===== src/rtl/round_sched.sv =====
// Two-requester scheduler sharing one IEEE mantissa rounding stage; optional ROUND_SCHED_FIXED_PRIO_EN selects fixed priority.
// Latency 1 cycle from request transfer to out_valid; full throughput when out_ready stays high.
// Backpressure: while out_valid & !out_ready the result holds and req_ready is 2'b00.
package round_pkg;
    typedef enum logic [2:0] {
        IEEE_near = 3'd0,
        IEEE_zero = 3'd1,
        IEEE_pinf = 3'd2,
        IEEE_ninf = 3'd3,
        near_up   = 3'd4,
        away_zero = 3'd5
    } round_mode;
endpackage

module round_mult (
    input  logic [23:0]          mant,
    input  logic                 guard,
    input  logic                 sticky,
    input  logic                 sign,
    input  round_pkg::round_mode mode,
    output logic [24:0]          result,
    output logic                 inexact
);
    logic round_up;

    // Unused encodings fall back to round-to-nearest-even.
    always_comb begin
        round_up = guard & (sticky | mant[0]);
        case (mode)
            round_pkg::IEEE_zero: round_up = 1'b0;
            round_pkg::IEEE_pinf: round_up = ~sign & (guard | sticky);
            round_pkg::IEEE_ninf: round_up = sign & (guard | sticky);
            round_pkg::near_up:   round_up = guard;
            round_pkg::away_zero: round_up = guard | sticky;
            default:              round_up = guard & (sticky | mant[0]);
        endcase
    end

    assign result  = {1'b0, mant} + {24'd0, round_up};
    assign inexact = guard | sticky;
endmodule

module round_sched (
    input  logic                      clk,
    input  logic                      rst,
    input  logic [1:0]                req_valid,
    output logic [1:0]                req_ready,
    input  logic [1:0][23:0]          req_mant,
    input  logic [1:0]                req_guard,
    input  logic [1:0]                req_sticky,
    input  logic [1:0]                req_sign,
    input  round_pkg::round_mode [1:0] req_round,
    output logic                      out_valid,
    input  logic                      out_ready,
    output logic [24:0]               out_result,
    output logic                      out_inexact,
    output logic                      out_ovf,
    output logic                      out_src,
    output logic [15:0]               inexact_cnt
);
    logic        gnt;
    logic        slot_free;
    logic        xfer;
    logic [24:0] rnd_result;
    logic        rnd_inexact;

`ifdef ROUND_SCHED_FIXED_PRIO_EN
    assign gnt = ~req_valid[0];
`else
    logic rr_ptr;

    // On a tie the pointer decides; a lone requester always wins.
    assign gnt = (&req_valid) ? rr_ptr : req_valid[1];

    always_ff @(posedge clk) begin
        if (rst) begin
            rr_ptr <= 1'b0;
        end else if (xfer) begin
            rr_ptr <= ~gnt;
        end
    end
`endif

    assign slot_free = ~out_valid | out_ready;

    always_comb begin
        req_ready = 2'b00;
        if (!rst && slot_free && req_valid[gnt]) begin
            req_ready = gnt ? 2'b10 : 2'b01;
        end
    end

    assign xfer = |(req_valid & req_ready);

    round_mult u_round_mult (
        .mant    (req_mant[gnt]),
        .guard   (req_guard[gnt]),
        .sticky  (req_sticky[gnt]),
        .sign    (req_sign[gnt]),
        .mode    (req_round[gnt]),
        .result  (rnd_result),
        .inexact (rnd_inexact)
    );

    always_ff @(posedge clk) begin
        if (rst) begin
            out_valid   <= 1'b0;
            out_result  <= 25'd0;
            out_inexact <= 1'b0;
            out_src     <= 1'b0;
            inexact_cnt <= 16'd0;
        end else begin
            if (xfer) begin
                out_valid   <= 1'b1;
                out_result  <= rnd_result;
                out_inexact <= rnd_inexact;
                out_src     <= gnt;
            end else if (out_ready) begin
                out_valid   <= 1'b0;
            end
            if (out_valid && out_ready && out_inexact && inexact_cnt != 16'hFFFF) begin
                inexact_cnt <= inexact_cnt + 16'd1;
            end
        end
    end

    assign out_ovf = out_result[24];
endmodule

===== config.mk =====
export PLATFORM = sky130hd
export DESIGN_NAME = round_sched
export DESIGN_NICKNAME = d
export VERILOG_FILES = /design/src/rtl/round_sched.sv
export SDC_FILE = /design/constraint.sdc
export NUM_CORES = 1
export LEC_CHECK = 0
export CORE_MARGIN = 3
export CORE_UTILIZATION = 40
export CTS_BUF_LIST = sky130_fd_sc_hd__clkbuf_4 sky130_fd_sc_hd__clkbuf_8 sky130_fd_sc_hd__clkbuf_16
export CTS_CLUSTER_DIAMETER = 40
export DETAILED_ROUTE_END_ITERATION = 12
export PLACE_DENSITY_LB_ADDON = 0.05
export SETUP_SLACK_MARGIN = 0.02
export SLEW_MARGIN = 10
export SYNTH_ARGS = -nofsm -noshare
export SYNTH_HDL_FRONTEND = slang
export SYNTH_SLANG_ARGS = --single-unit

===== constraint.sdc =====
create_clock -name clk -period 9.9 [get_ports clk]
set_clock_uncertainty 0.15 [all_clocks]
set_input_delay 1.98 -clock clk [delete_from_list [all_inputs] [get_ports clk]]
set_output_delay 1.98 -clock clk [all_outputs]
set_load 0.03 [all_outputs]

* Yosys cells after proc, flatten, opt, wreduce, memory -nomap -nowiden
Cells that the tools add are included.
** Operators by class
- Add/sub/neg operators :: 2
- $lt $le $gt $ge :: 1
- Equal/unequal tests :: 6
- Muxes and demuxes :: 18
- Bitwise gates (word level) :: 10
- Reductions and logical operators :: 9
** Operators with widths (count)
- $mux 24 :: 2
- $add 24x1->25 :: 1
- $add 16x1->16 const B :: 1
- $ne 16x16->1 const B :: 1
- $mux 1 :: 11
- $eq 3x2->1 const B :: 2
- $eq 3x3->1 const B :: 2
- $mux 3 :: 2
- $logic_and 1x1->1 :: 5
- $pmux 1 s5 :: 1
- $mux 2 :: 2
- $and 1x1->1 :: 3
- $eq 3x1->1 const B :: 1
- $not 1->1 :: 3
- $or 1x1->1 :: 3
- $and 2x2->2 :: 1
- $lt 1x2->1 const B :: 1
- $reduce_and 2->1 :: 1
- $reduce_bool 2->1 :: 1
- $reduce_or 2->1 :: 1
- $logic_not 1->1 :: 1
** Word-level totals
- Bits in registers :: 45
- Input port bits :: 65

* Logic depth before layout (Yosys ltp)
Gate-level depths: netlist of run 1.
- Depth in word-level cells :: 9
- Depth in mapped cells :: 17
- Depth with buffers taken out :: 13

* Modules after synthesis
Synthesis of run 1 repeated with hierarchy kept, for this count alone.
** Second synthesis, totals
- Cell total of the unflattened synthesis :: 347
- Area total of the unflattened synthesis :: 2871.5 sq um
** By module, submodules not included
- round_sched :: times used 1, cells an instance 265, area an instance 2306.0 sq um
- round_mult :: times used 1, cells an instance 82, area an instance 565.5 sq um

* Least setup slack after synthesis of run 1
OpenSTA, ideal clock, no wires.
- Path kind :: input to output
- Start :: input req_valid[0]
- End :: output req_ready[0]
- Arrival time :: 2.925 ns
- Required time :: 7.770 ns
- Slack :: 4.845 ns
- Stages on the path :: 7
- Path buffers :: 3
- Path through :: nand2b_1 buf_6 nand2_4 buf_6 buf_2 nand2_1 inv_1
** Between the ends
- Longest elaborated chain between the ends :: 6
** Ends and longest elaborated chain
- start: declaration :: line 46 : input logic [1:0] req_valid,
- $reduce_and 2->1 :: line 73 : assign gnt = (&req_valid) ? rr_ptr : req_valid[1];
- $mux 1 :: line 73
- $mux 1 (not written as such) (2 in a row) :: line 88 : if (!rst && slot_free && req_valid[gnt]) begin
- $logic_and 1x1->1 :: line 88
- $mux 2 (*) :: line 88
- end: declaration :: line 47 : output logic [1:0] req_ready,
Every way passes the cells marked *; elsewhere a longest branch is shown, timed or not. The select of a mux whose other input is x is not followed.

* Worst setup path in the final report of run 1
- Start :: input req_valid[1]
- End :: output req_ready[1]
Same word-level chain as after synthesis.

==> results_dict.tcl, run 1 <==
set metrics [dict create \
    fp.dieH_um 92.39 \
    gp_congestion 0.8486 \
    peakVddDrop_uv 44.82 \
    place_ws_ns 3.166 \
    place.port_buffers 111 \
    rsz0062_at_grt "false" \
    synth_warnings 0 \
    core_area_sq_um 7019 \
    critPathBufInv 4 \
    worst_setup_path_end_kind "output pin" \
    maxCapViolations 0 \
    synth-xor-area-share 0.1027 \
    wire_per_inst_um 14.84 \
    synth_simple_gate_area_frac 0.3227 \
    clk_path_buf_depth 2 \
    criticalPathCategory "in -> out" \
    holdBufCountCts 0 \
    hold_violations 0 \
    status "finished, final reports clean" \
    final_util 0.6005 \
    antenna_left 0 \
    worst_pin_slew_ns 0.6204 \
    drive_gt1_frac 0.06926 \
    cts_tree "built" \
    r2r_start "rr_ptr" \
    setup_viol 0 \
    worstHoldStart "out_result[18]" \
    synthAdderAreaFrac 0.01257 \
    worstPathRequired_ns 7.77 \
    drv_slew 0 \
    setup_ws_ns 3.165 \
    crit_fanout 23 \
    power.density_nw_per_um2 111.2 \
    syn_area_sq_um 2985 \
    synth_compound_area_frac 0.1496 \
    final_nets 529 \
    wl_um 8281 \
    arrival_ns 4.61 \
    synth_fp_nets 427 \
    fill_cells 648 \
    vias 3027 \
    firstDrtPassIters 5 \
    synthMuxAreaShare 0.06622 \
    core.rowCount 30 \
    ys_ff_latch 45 \
    viasPerCell 5.425 \
    synth_edf_count 0 \
    synth_ff_type "dfxtp_1" \
    grt_max_degree 42 \
    remaining_drc_errors 0 \
    cts_resized 0 \
    startpoint "req_valid[1]" \
    setup_tns_ns 0 \
    netlist_instances 359 \
    hpwl_um 6489 \
    fmaxAchievable_ghz 0.1485 \
    cts_setup_buffers 0 \
    ys_types 58 \
    start_util 0.4253 \
    fin_crit_ns 6.735 \
    max-slew-margin-rel 0.5832 \
    io_pins 112 \
    final_cell_mix "clkdlybuf4s50_1 (111), dfxtp_1 (45), nor2_1 (35)" \
    cts_made_buffers 5 \
    syn_area_per_cell_sq_um 8.316 \
    clkTransAtPathRegs_ns 0.09 \
    period_share 0.6803 \
    grt_pass1_wl_um 13250 \
    ctsHtreeMaxLevel 2 \
    die_w_um 92.39 \
    insertion_delay_ns 0.30 \
    seq_area_frac_synth 0.3018 \
    hold_path_class "reg -> reg" \
    drt_iter0_drc 111 \
    die-area_sq_um 8536 \
    critPathLaunchType "input pin" \
    slowest_stage "clkdlybuf4s50_1" \
    synth_top_family_by_area "simple AND/OR/NAND/NOR gates" \
    final_common_cell "clkdlybuf4s50_1" \
    grt_use_total 0.1889 \
    cts-root-buf "clkbuf_8" \
    overflow 0 \
    crit_chain "clkdlybuf4s50_1 > inv_1 > nor2_4 > nand2_1 > inv_1 > clkdlybuf4s50_1" \
    async_reset_ff_frac 0 \
    power_leakage_uw 0.001591 \
    timing.hold.ws_ns 0.3045 \
    antenna_found_initial 0 \
    synthToLayoutAreaGrowth_pct 41.20 \
    critPathTopFamily "buffers and inverters" \
    cp_slowest_stage_delay_ns 0.82 \
    n_antenna_cell 0 \
    cts.sinks 45 \
    grt_pass1_vias 2817 \
]
==> cell type report <==
cell class | count | area, sq um | share of cell area
clock buffer | 5 | 68.82 | 0.01633
clock inverter | 3 | 25.02 | 0.005936
inverter | 6 | 22.52 | 0.005343
multi-input combinational | 290 | 1952 | 0.4630
sequential | 45 | 900.9 | 0.2137
tap | 96 | 120.1 | 0.02850
timing repair buffer | 113 | 1126 | 0.2671
==> worst min-delay path: cells and delay by family (launching register included) <==
family	cells	cell delay (ns)
simple gates	1	0.05
flops	1	0.32
compound gates	1	0.05
==> routing by layer <==
metal  up-vias  part of all wire  global-route usage
met2       105              0.49              0.3263
met5         -                 0                   0
met4         0             0.012             0.05198
met3         8             0.064             0.03656
met1      1413              0.44              0.2388
li1       1501                 -                   -
==> worst paths after layout <==
| kind | depth (start not counted) | endpoint | slack (ns) |
|---|---|---|---|
| min | 2 | out_result[18] | 0.30 |
| min reg2reg | 2 | out_result[18] | 0.30 |
| max reg2reg | 13 | out_result[15] | 6.25 |
| max | 6 | req_ready[1] | 3.16 |
==> power breakdown <==
group	switching, uW	total [uW]	internal (uW)
registers	7.26	201	194
clock network	68.0	119	51.5
logic	79.2	148	69.3
==> Yosys cell counts, types with 2 or more instances <==
master / n / share of area
dfxtp_1: 45 / 0.30
nor2_1: 35 / 0.044
nand2_1: 34 / 0.043
nand3_1: 24 / 0.040
nand3b_1: 22 / 0.055
o21ai_1: 21 / 0.035
xor2_1: 20 / 0.059
nor3_1: 15 / 0.025
xnor2_1: 15 / 0.044
mux2i_1: 13 / 0.044
nand4_1: 11 / 0.023
and3_1: 10 / 0.021
clkbuf_1: 8 / 0.010
a21oi_1: 7 / 0.012
o21ai_0: 7 / 0.012
inv_1: 6 / 0.0075
mux2_2: 5 / 0.019
buf_2: 4 / 0.0067
buf_6: 4 / 0.015
a211oi_1: 3 / 0.0075
a31oi_1: 3 / 0.0063
ha_1: 3 / 0.013
o21a_1: 3 / 0.0075
a32o_1: 2 / 0.0067
nand2_4: 2 / 0.0075
nor3_4: 2 / 0.011
o211ai_1: 2 / 0.0050
o22ai_1: 2 / 0.0042
or3_1: 2 / 0.0042
==> registers in the layout, summed over array words and instances (netlist names) <==
register	cells
inexact_cnt	16
out_inexact	1
out_result	25
out_src	1
out_valid	1
rr_ptr	1
==> per-stage QoR <==
| stage | std cells | instance area, sq um | power [uW] |
|---|---|---|---|
| 2_1_floorplan | 359 | 2985 | 285.9 |
| 5_1_grt | 558 | 4215 | 493.5 |
| 4_1_cts | 558 | 4215 | 474.4 |
| 6_report | 558 | 4215 | 468.8 |
| 3_5_place_dp | 550 | 4121 | 353.6 |
| 3_3_place_gp | 550 | 4121 | 353.1 |
==> cells by family (layout without fill, tap and decap cells) <==
logic type / count (synthesis) / in the layout
and+or+nand+nor: 171 / 171
AOI/OAI and AO/OA: 62 / 62
DFF: 45 / 45
xor gates and xnor gates: 35 / 35
buffers and inverters: 24 / 127
muxes: 19 / 19
adders and majority gates: 3 / 3
(Power assumes the default switching activity.)
==> run 2, diff against run 1 <==
Clock period 9.9 ns to 5.64 ns, I/O delays scaled along.
==> results_dict.tcl, run 2 (synthesis gave the netlist of run 1 again) <==
set metrics [dict create \
    grt_use_total 0.2006 \
    power_switching_uw 267.1 \
    ff2ff_path_depth 13 \
    reg.largest.list "out_result x25, inexact_cnt x16" \
    insertion_delay_ns 0.30 \
    cts_resized 0 \
    cts-root-buf "clkbuf_8" \
    hold-path-cell-count 2 \
    holdBufCountCts 0 \
    seq_power_share 0.432 \
    critPathBufInv 3 \
    hold_path_class "reg -> reg" \
    placedCellCount 551 \
    antenna_found_initial 0 \
    power_leakage_uw 0.001599 \
    cp_slowest_stage_delay_ns 0.67 \
    pwr-share-clk 0.247 \
    arrival_ns 3.46 \
    critPathTopFamily "buffers and inverters" \
    cts_tree "built" \
    worstHoldStart "out_result[18]" \
    worst_setup_path_end_kind "output pin" \
    overflow 0 \
    viasPerCell 5.301 \
    drt_iter0_drc 172 \
    fmaxAchievable_ghz 0.2112 \
    fp.dieH_um 92.39 \
    worst_pin_slew_ns 0.5539 \
    cp_num_cells 6 \
    final_nets 530 \
    cts.sinks 45 \
    crit_chain "clkdlybuf4s50_1 > nand2b_1 > nand2_4 > nand2_1 > inv_1 > clkdlybuf4s50_1" \
    slowest_stage "clkdlybuf4s50_1" \
    setup_tns_ns 0 \
    drive_gt1_frac 0.07127 \
    final_cell_mix "clkdlybuf4s50_1 (111), dfxtp_1 (45), nor2_1 (35)" \
    hpwl_um 6685 \
    met2_usage 0.3432 \
    r2r_start "rr_ptr" \
    crit_fanout 33 \
    worstPathRequired_ns 4.36 \
    crit_path_frequent_cell "clkdlybuf4s50_1" \
    power.density_nw_per_um2 193.6 \
    drv_slew 0 \
    vias 2963 \
    status "finished, final reports clean" \
    rsz0062_at_grt "false" \
    layoutNonFillerInstCount 559 \
    finalPower_uw 817.2 \
    maxCapViolations 0 \
    gp_congestion 0.9060 \
    critPathLaunchType "input pin" \
    setup_viol 0 \
    die_w_um 92.39 \
    grt-busiest-layer "met2" \
    grt_pass1_wl_um 13990 \
    p_comb_frac 0.321 \
    remaining_drc_errors 0 \
    grt_pass1_vias 2950 \
    period_share 0.8396 \
    clkTransAtPathRegs_ns 0.08 \
    wire_per_inst_um 15.27 \
    place.port_buffers 111 \
    io_pins 112 \
    cts_setup_buffers 0 \
    fin_crit_ns 4.735 \
    antenna_left 0 \
    die-area_sq_um 8536 \
    dpl-instance-area_sq_um 4129 \
    met1_usage 0.2517 \
    largest_reg_flops 25 \
    grt_max_degree 41 \
    clk_path_buf_depth 2 \
    cts_made_buffers 5 \
    max-slew-margin-rel 0.6308 \
    synthToLayoutAreaGrowth_pct 41.37 \
    final_common_cell "clkdlybuf4s50_1" \
    firstDrtPassIters 4 \
    internal-power_uw 550.0 \
    top_register "out_result" \
    ctsHtreeMaxLevel 2 \
    n_antenna_cell 0 \
    startpoint "req_valid[0]" \
    switching_share 0.3269 \
    criticalPathCategory "in -> out" \
    start_util 0.4253 \
    hold_violations 0 \
    core.rowCount 30 \
    final_area_sq_um 4220 \
    place_ws_ns 0.7409 \
    peakVddDrop_uv 87.76 \
    wl_um 8538 \
    use_met3 0.03574 \
    setup_ws_ns 0.9047 \
    core_area_sq_um 7019 \
]
==> run 2: cell count changes in the layout (fill, tap and decap cells not counted) <==
cell        before  now
clkinvlp_4       1    0
clkinv_2         0    1
inv_6            2    0
buf_4            2    3
clkinv_4         0    2
==> run 2: cell type report <==
cell class | instances | area (sq um)
fillers | 659 | 2799
multi-input cells | 290 | 1952
repair buffers | 114 | 1134
flip-flops and latches | 45 | 900.9
well taps | 96 | 120.1
clock buffers | 5 | 68.82
clock inverters | 3 | 22.52
inverters | 6 | 22.52
==> run 2: power by group through the flow <==
stage                     Sequential (uW)  Clock (uW)  Combinational (uW)
after floorplan                       401           0                 101
after global placement                360           0                 261
after detailed placement              360           0                 262
after CTS                             353         207                 263
after global routing                  356         220                 282
final                                 353         202                 263
==> run 2: metal layers <==
metal,up-vias,share of wire,wire length (um)
met4,0,0.019,164
met2,99,0.48,4098
met1,1351,0.45,3819
met5,-,0,0
met3,13,0.054,457
li1,1500,-,-
==> run 2: final timing paths <==
kind | end | slack, ns
worst max register to register | out_result[15] | 2.00
worst min register to register | out_result[18] | 0.30
worst min-delay path | out_result[18] | 0.30
worst max-delay path | req_ready[0] | 0.90
==> run 2: worst min-delay path: cells and delay by family (launching register included) <==
kind	cells	cell delay, ns
AOI/OAI and AO/OA	1	0.05
and+or+nand+nor	1	0.05
DFF	1	0.32
==> run 2: metrics by stage <==
step	utilization	hold WS, ns
floorplan	-	0.3214
global placement	0.5882	0.2943
detailed placement	0.5882	0.2933
CTS	0.6012	0.3055
global route	0.6012	0.3313
finish	0.6012	0.3018
==> run 3, diff against run 2 <==
Clock period 5.64 ns to 3.9 ns, I/O delays scaled along.
==> results_dict.tcl, run 3 (synthesis gave the netlist of run 1 again) <==
set metrics [dict create \
    status "finished, final reports clean" \
    drive_gt1_frac 0.1048 \
    viasPerCell 5.309 \
    remaining_drc_errors 0 \
    wl_um 8490 \
    multiInputGateArea_sq_um 1957 \
    crit_path_frequent_cell "a211oi_1" \
    critPathBufInv 2 \
    worst_pin_slew_ns 0.7718 \
    final_util 0.6166 \
    arrival_ns 3.68 \
    antenna_found_initial 0 \
    grt_use_total 0.2002 \
    die-area_sq_um 8536 \
    fill_cells 641 \
    ctsHtreeMaxLevel 2 \
    fmaxAchievable_ghz 0.2745 \
    critPathTopFamily "compound AO/OA/AOI/OAI gates" \
    criticalPathCategory "in -> reg" \
    firstDrtPassIters 4 \
    cts_tree "built" \
    peakVddDrop_uv 170.9 \
    core_area_sq_um 7019 \
    rsz0062_at_grt "false" \
    overflow 0 \
    drt_iter0_drc 157 \
    final_cell_mix "clkdlybuf4s50_1 (109), dfxtp_1 (45), nor2_1 (35)" \
    io_pins 112 \
    final_common_cell "clkdlybuf4s50_1" \
    drv_slew 0 \
    cp_slowest_stage_delay_ns 0.47 \
    placedCellCount 561 \
    holdBufCountCts 0 \
    hold_violations 0 \
    place.port_buffers 111 \
    grt_pass1_vias 2882 \
    reg.largest.list "out_result x25, inexact_cnt x16" \
    seqCellArea_sq_um 900.9 \
    worst_setup_path_end_kind "flop" \
    maxCapViolations 0 \
    fin_crit_ns 3.643 \
    layoutNonFillerInstCount 573 \
    power_leakage_uw 0.001667 \
    top_register "out_result" \
    clkTransAtPathRegs_ns 0.09 \
    largest_reg_flops 25 \
    start_util 0.4253 \
    crit_chain "clkdlybuf4s50_1 > and2b_4 > nor4_1 > a21oi_1 > a211oi_2 > a211oi_1 > a211oi_1 > ha_1 > nand3_1 > nor3_4 > a22oi_4 > buf_4 > o21a_1 > o21ai_1 > o211ai_1" \
    grt_pass1_wl_um 13940 \
    antenna_left 0 \
    hold_path_class "reg -> reg" \
    max-slew-margin-rel 0.4855 \
    period_share 0.9340 \
    cts.sinks 45 \
    crit_fanout 7 \
    worstPathRequired_ns 3.94 \
    insertion_delay_ns 0.31 \
    fp.dieH_um 92.39 \
    power.density_nw_per_um2 278.1 \
    gp_congestion 0.8866 \
    slowest_stage "clkdlybuf4s50_1" \
    wire_per_inst_um 14.82 \
    core.rowCount 30 \
    vias 3042 \
    r2r_setup_slack_ns 0.83 \
    setup_viol 0 \
    synthToLayoutAreaGrowth_pct 44.97 \
    die_w_um 92.39 \
    cts-root-buf "clkbuf_8" \
    critPathLaunchType "input pin" \
    clk_path_buf_depth 2 \
    final_nets 544 \
    n_antenna_cell 0 \
    grt_max_degree 41 \
    hpwl_um 6595 \
    cts_made_buffers 5 \
]
## run 3: where the power goes
group          internal, uW  leakage, uW  switching (uW)
sequential              492     0.000370            18.9
clock                   129    0.0000447             175
combinational           184      0.00125             205
## run 3: tightest hold or removal path, stage by stage (launching register included)
cell and delay [ns]:
dfxtp_1 0.32, nand2_1 0.05, o21ai_1 0.05
## run 3: layer usage
layer / track usage / part of all wire
met1: 0.2679 / 0.44
met3: 0.03574 / 0.063
met4: 0.07302 / 0.019
met2: 0.3215 / 0.48
met5: 0 / 0
## run 3: metrics by stage
step | setup TNS [ns] | total power, uW | area [sq um] | hold slack, ns | setup WS, ns
6_report | 0 | 1203 | 4328 | 0.3017 | 0.2573
5_1_grt | 0 | 1265 | 4328 | 0.3311 | 0.03096
4_1_cts | 0 | 1215 | 4293 | 0.3040 | 0.1811
3_5_place_dp | -0.3974 | 907.5 | 4199 | 0.2910 | -0.1372
3_3_place_gp | 0 | 905.4 | 4199 | 0.2876 | 0.04996
2_1_floorplan | 0 | 725.8 | 2985 | 0.3214 | 0.5348
## run 3: final timing paths
path | end | cells past startpoint | start
max | out_result[13] | 15 | req_valid[0]
min | out_result[18] | 2 | out_result[18]
max reg2reg | out_result[13] | 14 | rr_ptr
min reg2reg | out_result[18] | 2 | out_result[18]
## run 3: timing repair
action,4_1_cts,5_1_grt
setup buffers,0,4
endpoints found under the setup margin,0,2
gates resized for setup,0,1
## run 3: area by class of cell
cell class                 instances  area share
sequential                        45      0.2082
clock buffer                       5     0.01590
timing repair buffer             128      0.2851
clock inverter                     3    0.005782
inverter                           6    0.005204
multi-input combinational        290      0.4522
tap                               96     0.02775
